==> config.mk <==
export PLATFORM = sky130hd
export DESIGN_NAME = adc_sram_spi_master_flat
export DESIGN_NICKNAME = d
export VERILOG_FILES = /design/src/rtl/adc_sram_spi_master_if.sv /design/src/rtl/adc_sram_spi_master.sv /design/src/flat_wrapper.sv
export SDC_FILE = /design/constraint.sdc
export NUM_CORES = 1
export LEC_CHECK = 0
export ABC_AREA = 1
export ABC_CLOCK_PERIOD_IN_PS = 1700
export CAP_MARGIN = 30
export CORE_AREA = 2 2 93 95
export CTS_CLUSTER_SIZE = 16
export DETAILED_ROUTE_END_ITERATION = 6
export DIE_AREA = 0 0 95 97
export MAX_ROUTING_LAYER = met4
export PLACE_DENSITY = 0.76
export SKIP_LAST_GASP = 1
export SLEW_MARGIN = 20
export SYNTH_ARGS = -nofsm -noshare
export SYNTH_HDL_FRONTEND = slang
export SYNTH_SLANG_ARGS = --single-unit
==> constraint.sdc <==
create_clock -name clk -period 1.7 [get_ports clk]
set_input_delay 0.34 -clock clk [delete_from_list [all_inputs] [get_ports clk]]
set_output_delay 0.34 -clock clk [all_outputs]
set_load 0.005 [all_outputs]
==> src/rtl/adc_sram_spi_master_if.sv <==
`default_nettype none
// ------------------------------------------------------------------
// adc_sram_spi_master_if : host command/response and SPI pin bundle
// Revision: 1.0
// ------------------------------------------------------------------
interface adc_sram_spi_master_if;
    logic        cmd_valid;
    logic        cmd_ready;
    logic        cmd_read;
    logic [7:0]  cmd_data;
    logic        rsp_valid;
    logic [31:0] rsp_data;
    logic        busy;
    logic        spi_cs_n;
    logic        spi_sclk;
    logic        spi_mosi;
    logic        spi_miso;

    modport master (
        input  cmd_valid, cmd_read, cmd_data, spi_miso,
        output cmd_ready, rsp_valid, rsp_data, busy,
               spi_cs_n, spi_sclk, spi_mosi
    );

    modport slave (
        output cmd_valid, cmd_read, cmd_data, spi_miso,
        input  cmd_ready, rsp_valid, rsp_data, busy,
               spi_cs_n, spi_sclk, spi_mosi
    );
endinterface
`default_nettype wire

==> src/rtl/adc_sram_spi_master.sv <==
`default_nettype none
// ------------------------------------------------------------------
// adc_sram_spi_master : mode-0 SPI master, 8-bit writes / 32-bit reads
// Revision: 1.0
// ------------------------------------------------------------------
module adc_sram_spi_master #(
    parameter int CLK_DIV  = 3,
    parameter int CS_SETUP = 5,
    parameter int CS_HOLD  = 5,
    parameter int CS_GAP   = 5
) (
    input  wire logic              clk,
    input  wire logic              rst_n,
    adc_sram_spi_master_if.master  bus
);

    localparam int MAX_A = (CLK_DIV > CS_SETUP) ? CLK_DIV : CS_SETUP;
    localparam int MAX_B = (CS_HOLD > CS_GAP) ? CS_HOLD : CS_GAP;
    localparam int MAX_P = (MAX_A > MAX_B) ? MAX_A : MAX_B;
    localparam int CNT_W = $clog2(MAX_P) + 1;

    typedef enum logic [2:0] {
        S_IDLE  = 3'd0,
        S_SETUP = 3'd1,
        S_LOW   = 3'd2,
        S_HIGH  = 3'd3,
        S_HOLD  = 3'd4,
        S_GAP   = 3'd5
    } state_t;

    state_t             state, state_nx;
    logic [CNT_W-1:0]   cnt, cnt_nx;
    logic [4:0]         bit_cnt, bit_nx;
    logic               rd_q, rd_nx;
    logic [7:0]         data_q, data_nx;
    logic [31:0]        shift_q;
    logic               accept, sample, rsp_load, last_bit, mosi_nx;

    assign last_bit = rd_q ? (bit_cnt == 5'd31) : (bit_cnt == 5'd7);

    always_comb begin
        state_nx = state;
        cnt_nx   = cnt + CNT_W'(1);
        bit_nx   = bit_cnt;
        accept   = 1'b0;
        sample   = 1'b0;
        rsp_load = 1'b0;
        case (state)
            S_IDLE: begin
                cnt_nx = '0;
                if (bus.cmd_valid && bus.cmd_ready) begin
                    accept   = 1'b1;
                    bit_nx   = '0;
                    state_nx = S_SETUP;
                end
            end
            S_SETUP: if (cnt == CNT_W'(CS_SETUP - 1)) begin
                cnt_nx   = '0;
                state_nx = S_LOW;
            end
            S_LOW: if (cnt == CNT_W'(CLK_DIV - 1)) begin
                cnt_nx   = '0;
                state_nx = S_HIGH;
            end
            S_HIGH: if (cnt == CNT_W'(CLK_DIV - 1)) begin
                cnt_nx = '0;
                sample = rd_q;
                if (last_bit) begin
                    state_nx = S_HOLD;
                end else begin
                    bit_nx   = bit_cnt + 5'd1;
                    state_nx = S_LOW;
                end
            end
            S_HOLD: if (cnt == CNT_W'(CS_HOLD - 1)) begin
                cnt_nx   = '0;
                rsp_load = rd_q;
                state_nx = S_GAP;
            end
            S_GAP: if (cnt == CNT_W'(CS_GAP - 1)) begin
                cnt_nx   = '0;
                state_nx = S_IDLE;
            end
            default: begin
                cnt_nx   = '0;
                state_nx = S_IDLE;
            end
        endcase

        rd_nx   = accept ? bus.cmd_read : rd_q;
        data_nx = accept ? bus.cmd_data : data_q;
        // Data bit is held across both sclk phases so it only moves while sclk is low.
        mosi_nx = ((state_nx == S_LOW) || (state_nx == S_HIGH)) && !rd_nx
                  && data_nx[bit_nx[2:0]];
    end

    // Pin and handshake outputs are registered from next-state values to stay glitch-free.
    always_ff @(posedge clk) begin
        if (!rst_n) begin
            state         <= S_IDLE;
            cnt           <= '0;
            bit_cnt       <= '0;
            rd_q          <= 1'b0;
            data_q        <= '0;
            shift_q       <= '0;
            bus.rsp_data  <= '0;
            bus.rsp_valid <= 1'b0;
            bus.spi_cs_n  <= 1'b1;
            bus.spi_sclk  <= 1'b0;
            bus.spi_mosi  <= 1'b0;
            bus.cmd_ready <= 1'b1;
            bus.busy      <= 1'b0;
        end else begin
            state   <= state_nx;
            cnt     <= cnt_nx;
            bit_cnt <= bit_nx;
            rd_q    <= rd_nx;
            data_q  <= data_nx;
            if (accept) begin
                shift_q <= '0;
            end else if (sample) begin
                shift_q[bit_cnt] <= bus.spi_miso;
            end
            if (rsp_load) begin
                bus.rsp_data <= shift_q;
            end
            bus.rsp_valid <= rsp_load;
            bus.spi_cs_n  <= (state_nx == S_IDLE) || (state_nx == S_GAP);
            bus.spi_sclk  <= (state_nx == S_HIGH);
            bus.spi_mosi  <= mosi_nx;
            bus.cmd_ready <= (state_nx == S_IDLE);
            bus.busy      <= (state_nx != S_IDLE);
        end
    end

endmodule
`default_nettype wire

==> src/flat_wrapper.sv <==
// flat-port wrapper written by rule: the top's interface ports become plain ports
module adc_sram_spi_master_flat 
#(
    parameter int CLK_DIV  = 3,
    parameter int CS_SETUP = 5,
    parameter int CS_HOLD  = 5,
    parameter int CS_GAP   = 5
)
  (clk, rst_n, bus_cmd_valid, bus_cmd_read, bus_cmd_data, bus_spi_miso, bus_cmd_ready, bus_rsp_valid, bus_rsp_data, bus_busy, bus_spi_cs_n, bus_spi_sclk, bus_spi_mosi);
  adc_sram_spi_master_if bus_i ();
  input  wire logic clk;
  input  wire logic rst_n;
  input wire logic [$bits(bus_i.cmd_valid)-1:0] bus_cmd_valid;
  input wire logic [$bits(bus_i.cmd_read)-1:0] bus_cmd_read;
  input wire logic [$bits(bus_i.cmd_data)-1:0] bus_cmd_data;
  input wire logic [$bits(bus_i.spi_miso)-1:0] bus_spi_miso;
  output wire logic [$bits(bus_i.cmd_ready)-1:0] bus_cmd_ready;
  output wire logic [$bits(bus_i.rsp_valid)-1:0] bus_rsp_valid;
  output wire logic [$bits(bus_i.rsp_data)-1:0] bus_rsp_data;
  output wire logic [$bits(bus_i.busy)-1:0] bus_busy;
  output wire logic [$bits(bus_i.spi_cs_n)-1:0] bus_spi_cs_n;
  output wire logic [$bits(bus_i.spi_sclk)-1:0] bus_spi_sclk;
  output wire logic [$bits(bus_i.spi_mosi)-1:0] bus_spi_mosi;
  assign bus_i.cmd_valid = bus_cmd_valid;
  assign bus_i.cmd_read = bus_cmd_read;
  assign bus_i.cmd_data = bus_cmd_data;
  assign bus_i.spi_miso = bus_spi_miso;
  assign bus_cmd_ready = bus_i.cmd_ready;
  assign bus_rsp_valid = bus_i.rsp_valid;
  assign bus_rsp_data = bus_i.rsp_data;
  assign bus_busy = bus_i.busy;
  assign bus_spi_cs_n = bus_i.spi_cs_n;
  assign bus_spi_sclk = bus_i.spi_sclk;
  assign bus_spi_mosi = bus_i.spi_mosi;
  adc_sram_spi_master #(.CLK_DIV(CLK_DIV), .CS_SETUP(CS_SETUP), .CS_HOLD(CS_HOLD), .CS_GAP(CS_GAP)) u_core (.clk(clk), .rst_n(rst_n), .bus(bus_i));
endmodule
**After elaboration in Yosys (flattened, before gate mapping)**

Index checks and enable logic that the tools add are counted.

- Register bits after elaboration: 91
- Input port bits: 13
- Logic and storage cells: 79

- $add $sub $neg: 2
- Magnitude comparators: 3
- Eq/ne operators: 15
- Muxes and demuxes: 29
- Bitwise gates (word level): 1
- Reductions and logical operators: 15

Operators by type and width:

| kind | count |
|---|---|
| bitwise mux 32 bit | 1 |
| two-way mux 3 bit | 7 |
| one-hot mux 3 bit (6 select lines) | 1 |
| two-way mux 5 bit | 3 |
| == test 3 x 2 -> 1 bit (second input constant) | 4 |
| two-way mux 1 bit | 10 |
| one-hot mux 5 bit (2 select lines) | 1 |
| == test 3 bit (second input constant) | 3 |
| two-way mux 4 bit | 2 |
| two-way mux 8 bit | 1 |
| one-hot mux 4 bit (2 select lines) | 1 |
| zero test 3 bit | 2 |
| less-than comparator 5 x 6 -> 1 bit (second input constant) | 1 |
| adder 5 x 1 -> 5 bit (second input constant) | 1 |
| demux 1 bit (select 5 bit) | 1 |
| == test 5 x 3 -> 1 bit (second input constant) | 1 |
| == test 5 bit (second input constant) | 1 |
| >= comparator 5 x 1 -> 1 bit (second input constant) | 1 |
| adder 4 x 1 -> 4 bit (second input constant) | 1 |
| == test 4 x 2 -> 1 bit (second input constant) | 1 |
| == test 4 x 3 -> 1 bit (second input constant) | 1 |
| logical AND 1 bit | 4 |
| less-than comparator 3 x 4 -> 1 bit (second input constant) | 1 |
| inequality test 2 x 1 -> 1 bit (second input constant) | 2 |
| other kinds (11) | 13 |

**Logic depth before layout (Yosys ltp)**

Gate-level depths: netlist of the first run.

- Word-level depth: 9
- Gate-level depth with buffers: 14
- Mapped depth without buffers: 14

**Worst setup path after synthesis of the first run**

OpenSTA, ideal clock, no wires.

- Path kind: register to register
- Start point: register u_core.bit_cnt[1]
- End point: register u_core.bus.spi_mosi
- Setup time: 0.115 ns
- Arrival time: 1.479 ns
- Required time: 1.585 ns
- Path slack: 0.106 ns
- Stages on the path, launching flop included: 15
- Buffers on the path: 0
- Period minus slack after synthesis: 1.594 ns
- Cells stage by stage: dfxtp_1 > ha_1 > nand2_1 > inv_1 > nand3_2 > nand2_4 > nand2_1 > nand2_1 > nand2_1 > inv_1 > nand2_1 > nand2_1 > nand2_1 > nand2_1 > nor2_1

- Word-level cells in the longest chain between the ends: 9

RTL lines:

| what | line | text |
|---|---|---|
| from (decl) | adc_sram_spi_master.sv:33 | `logic [4:0] bit_cnt, bit_nx;` |
| from (signal assigned) | adc_sram_spi_master.sv:116 | `bit_cnt <= bit_nx;` |
| parallel branches: the longest is 8 deep, another holds adder 5 x 1 -> 5 bit | - |  |
| logical AND 1 bit * | adc_sram_spi_master.sv:94 | `&& data_nx[bit_nx[2:0]];` |
| to (signal assigned) | adc_sram_spi_master.sv:130 | `bus.spi_mosi <= mosi_nx;` |
| to (decl) | adc_sram_spi_master_if.sv:22 | `spi_cs_n, spi_sclk, spi_mosi` |

Every way passes the cells marked *. The select of a mux whose other input is x is not followed.
A chain may end at the register's enable or synchronous reset.

**Worst setup path in the final report of the first run**

- Start point: register u_core.bit_cnt[1]
- End point: register u_core.bit_cnt[4]

- Word-level cells in the longest chain between the ends: 4

RTL lines:

| what | line | text |
|---|---|---|
| adder 5 x 1 -> 5 bit, or another cell as far along | adc_sram_spi_master.sv:71 | `bit_nx = bit_cnt + 5'd1;` |
| two-way mux 5 bit or two-way mux 1 bit (tied branches) | adc_sram_spi_master.sv:68, adc_sram_spi_master.sv:39 |  |
| two-way mux 5 bit or inequality test 2 bit (tied branches) | - |  |
| one-hot mux 5 bit (2 select lines) or AND reduction 4 bit (tied branches) | - |  |

Parallel ways exist; a longest one is shown, timed or not. The select of a mux whose other input is x is not followed.

==> impl_results.md, run 1 <==
- Rel. slew slack: 67.5%
- Final Slew Violations: 0
- Synth unique cells: 37
- WL met1: 3960 um
- GRT Util Overall: 19.7%
- Cell family with most CP delay: simple AND/OR/NAND/NOR gates
- Critical Path Source Type: register
- Drt via density: 5.11
- Data arrival time of the critical path: 1890 ps
- Via count of the first global-routing pass: 3230
- Average cell area after synthesis: 8.11 sq um
- Combinational fraction of design power: 9.5%
- Syn-to-layout area delta: 31.6%
- Run status: finished clean
- Worst stage delay on the critical path: 350 ps
- Fillcell total: 696
- Final Cycle Share: 96.7%
- Critical path endpoint category: register
- Primary flip-flop cell chosen by synthesis mapping: sky130_fd_sc_hd__dfxtp_1
- Initial cell density of the core: 48.4%
- Reg clk slew, reported paths: 90 ps
- Leading cell types by total area after synthesis: sky130_fd_sc_hd__dfxtp_1 (46%), sky130_fd_sc_hd__nor2_1 (9.5%), sky130_fd_sc_hd__o21ai_0 (5.5%), sky130_fd_sc_hd__o21bai_1 (4.8%), sky130_fd_sc_hd__a21oi_1 (4.5%)
- Top cell type by total area after synthesis: sky130_fd_sc_hd__dfxtp_1
- Share of post-route cells with drive strength above 1: 22.7%
- Count of buffer and inverter cells on the critical path: 2
- Cell row count: 33
- Register bit total from synthesis: 91
- Die Outline Area: 0.00922 sq mm
- TritonCTS Buffers: 9
- Setup slack after layout: 56.7 ps
- Routed len/inst: 13.4 um
- Post-route DRC violation count: 0
- Number of placed cells counting well taps: 649
- Tightest Hold Check Type: register to register
- Quantity of hold-fixing buffers added after cts: 0
- First-pass detailed-route iteration total: 4
- Routed vias: 3440
- Post-synthesis sequential area ratio: 46.3%
- Antenna diode count: 0
- Critical-path cell list: ha_1 > nand2_1 > inv_2 > nand3_4 > nand2_4 > inv_1 > nor2_2 > nor3_1 > o21ai_0 > nor2_1
- Area share of the largest cell type after synthesis: 46.3%
- Fraction of power consumed by sequential logic: 53.9%
- Share of power burned in the clock network: 36.6%
- RSZ-0062 raised after global routing: yes
- CTS tree: done
- Worst Tran Pin Value: 482 ps
- X dimension of the die: 95 um
- Global-route congestion overflow total: 0
- Remaining antenna violation count after routing: 0
- Post-DP HPWL: 5770 um
- Max Cap Viol: 0
- Routed wire length on met2: 4440 um
- Final GP Congestion: 0.814
- Clock period minus worst slack: 1640 ps
- Power per unit of standard cell area: 780 mW/mm^2
- Wire length on met3: 403 um
- Leak Pwr: 2.30 nW
- Switching power: 0.000985 W
- Std-Cell Core Area: 0.00813 sq mm
- Crit path max-delay cell type: sky130_fd_sc_hd__dfxtp_2
- Count of yosys warnings during synthesis: 0
- Clock sink count: 91
- Number of antenna violations at the first check in global routing: 0
- Maximum operating frequency: 609 MHz
- Hold Vio Cnt, Final: 0
- Minimum setup slack after placement: -245 ps
- Internal Power: 0.00305 W
- Number of placed I/O pins: 51
- Post-Synthesis Cell Area: 0.00393 sq mm
- Crit path required time: 1950 ps
- Number of standard cells after synthesis: 485
- Count of buffers from port buffering: 50
- Maximum VDD drop: 0.000414 V
- Die Y-Extent: 97 um
- First-pass GRT wire length: 14400 um
- CP Class: register to register
- Pin count of the biggest net entering global routing: 35
- Storage element area: 0.00184 sq mm
- Peak fanout along the critical path: 5
- Net count of the finished layout: 583
- Final Util: 63.6%
- Overall routed net length: 8990 um
- Library cell used as clock root buffer: sky130_fd_sc_hd__clkbuf_8
- Detailed Route Iter0 Violations: 278
- Highest layer used for signal routing: met4
- Max clock buf depth: 2
- Worst-skew pair later-pin latency: 360 ps
- Share of synthesized registers carrying an async set or reset: 0%
- EDFF count, synth: 0
- Area of the multi-input gates: 0.00203 sq mm
- Share of total power consumed by net switching: 24.4%
- Clock skew: 15.1 ps
- Final-report setup violation count: 0
- Post-layout instance count excluding filler cells: 673
- Number of H-tree branching levels: 3
- Synthesized netlist net count: 505
synth_stat cells (3+ instances only):
library cell,instances
sky130_fd_sc_hd__o21ai_1,4
sky130_fd_sc_hd__nor2_2,22
sky130_fd_sc_hd__buf_2,8
sky130_fd_sc_hd__nand2_4,6
sky130_fd_sc_hd__nand2_1,46
sky130_fd_sc_hd__dfxtp_1,91
sky130_fd_sc_hd__nor2_1,100
sky130_fd_sc_hd__o21ai_0,43
sky130_fd_sc_hd__a21oi_1,35
sky130_fd_sc_hd__nor3_1,9
sky130_fd_sc_hd__inv_1,29
sky130_fd_sc_hd__clkbuf_1,8
sky130_fd_sc_hd__a211oi_2,4
sky130_fd_sc_hd__o21bai_1,25
sky130_fd_sc_hd__nor2_4,4
sky130_fd_sc_hd__nand2_2,3
sky130_fd_sc_hd__nand3_1,14
sky130_fd_sc_hd__ha_1,7
sky130_fd_sc_hd__nor2_8,3
cell usage in the layout (no fill, tap or decap), drive strengths merged, types with 2 or more instances in the layout:
master	Yosys	final
nor2	129	129
dfxtp	91	91
nand2	55	56
clkdlybuf4s50	0	50
o21ai	47	47
a21oi	35	35
buf	10	35
inv	32	33
o21bai	25	25
nand3	17	17
clkbuf	9	10
nor3	9	9
ha	7	7
a211oi	5	5
clkinv	0	4
nand4	2	2
nor3b	2	2
bufinv	1	2
or2	2	2
tightest hold or removal path, stage by stage, from the launching register on:
cell,delay [ps]
sky130_fd_sc_hd__dfxtp_1,320
sky130_fd_sc_hd__nor2_1,90
sky130_fd_sc_hd__nor2_1,50
final cells by class:
class                           count  share of cell area, %
Tap cell                          105                   2.54
Inverter                           33                   2.71
Sequential cell                    91                   35.5
Clock inverter                      6                   1.43
Multi-Input combinational cell    343                   39.2
Clock buffer                       10                   2.47
Timing Repair Buffer               85                   16.2
routing by layer:
metal  vias up  GRT usage [%]
met4         0           4.68
met3        15           4.28
met2        79           32.2
li1       1750              -
met1      1596           24.7
met5         -              -
state kept, by name, summed over array words and instances (netlist names), 3 cells and up:
name                 cells
u_core.cnt               4
u_core.bit_cnt           5
u_core.data_q            8
u_core.bus.rsp_data     32
u_core.state             3
u_core.shift_q          32
final timing paths:
kind / from / to / slack, ps / depth (start not counted)
setup / recovery: u_core.bit_cnt[1] / u_core.bit_cnt[4] / 60 / 10
hold reg to reg: u_core.shift_q[20] / u_core.bus.rsp_data[20] / 490 / 2
setup reg to reg: u_core.bit_cnt[1] / u_core.bit_cnt[4] / 60 / 10
hold / removal: u_core.shift_q[20] / u_core.bus.rsp_data[20] / 490 / 2
stage by stage:
step           setup TNS, ps  area [sq um]  power [W]  hold slack [ps]
3_5_place_dp           -6260          4720    0.00258              473
2_1_floorplan              0          3930    0.00242              426
6_report                   0          5170    0.00404              488
4_1_cts                    0          4930    0.00403              486
5_1_grt                 -362          5170    0.00420              513
3_3_place_gp           -4990          4720    0.00258              468
logic make-up (layout without fill, tap and decap cells):
kind of cell | after synthesis | count (layout) | synth area share [%]
simple gates | 218 | 219 | 27.8
flops | 91 | 91 | 46.3
xor+xnor | 2 | 2 | 0.445
buf+inv | 52 | 134 | 5.85
compound gates | 115 | 115 | 17.4
fa+ha+maj | 7 | 7 | 2.23
power groups by stage:
stage | combinational, W | sequential (W) | clock [W]
4_1_cts | 0.000360 | 0.00218 | 0.00150
3_3_place_gp | 0.000352 | 0.00222 | 0
3_5_place_dp | 0.000358 | 0.00223 | 0
2_1_floorplan | 0.000200 | 0.00222 | 0
5_1_grt | 0.000418 | 0.00218 | 0.00161
6_report | 0.000383 | 0.00218 | 0.00148
repair_timing:
| action | CTS | global route |
|---|---|---|
| endpoints found under the setup margin | 3 | 70 |
| cloned | 0 | 1 |
| pin swaps | 0 | 13 |
| resized for setup | 2 | 45 |
| hold endpoints to repair | 0 | 0 |
| buffers inserted | 0 | 7 |
(Power assumes the default switching activity.)
==> inputs of run 2 (changes only) <==
--- a/config.mk
+++ b/config.mk
@@ -9,7 +9,6 @@
 export ABC_CLOCK_PERIOD_IN_PS = 1700
 export CAP_MARGIN = 30
 export CORE_AREA = 2 2 93 95
-export CTS_CLUSTER_SIZE = 16
 export DETAILED_ROUTE_END_ITERATION = 6
 export DIE_AREA = 0 0 95 97
 export MAX_ROUTING_LAYER = met4
==> results of run 2 <==
No change in the layout: final DEF, timing and power equal those of run 1.
==> inputs of run 3 (changes only) <==
--- a/config.mk
+++ b/config.mk
@@ -7,7 +7,6 @@
 export LEC_CHECK = 0
 export ABC_AREA = 1
 export ABC_CLOCK_PERIOD_IN_PS = 1700
-export CAP_MARGIN = 30
 export CORE_AREA = 2 2 93 95
 export DETAILED_ROUTE_END_ITERATION = 6
 export DIE_AREA = 0 0 95 97
==> results of run 3 <==
No change in the layout: final DEF, timing and power equal those of run 1.
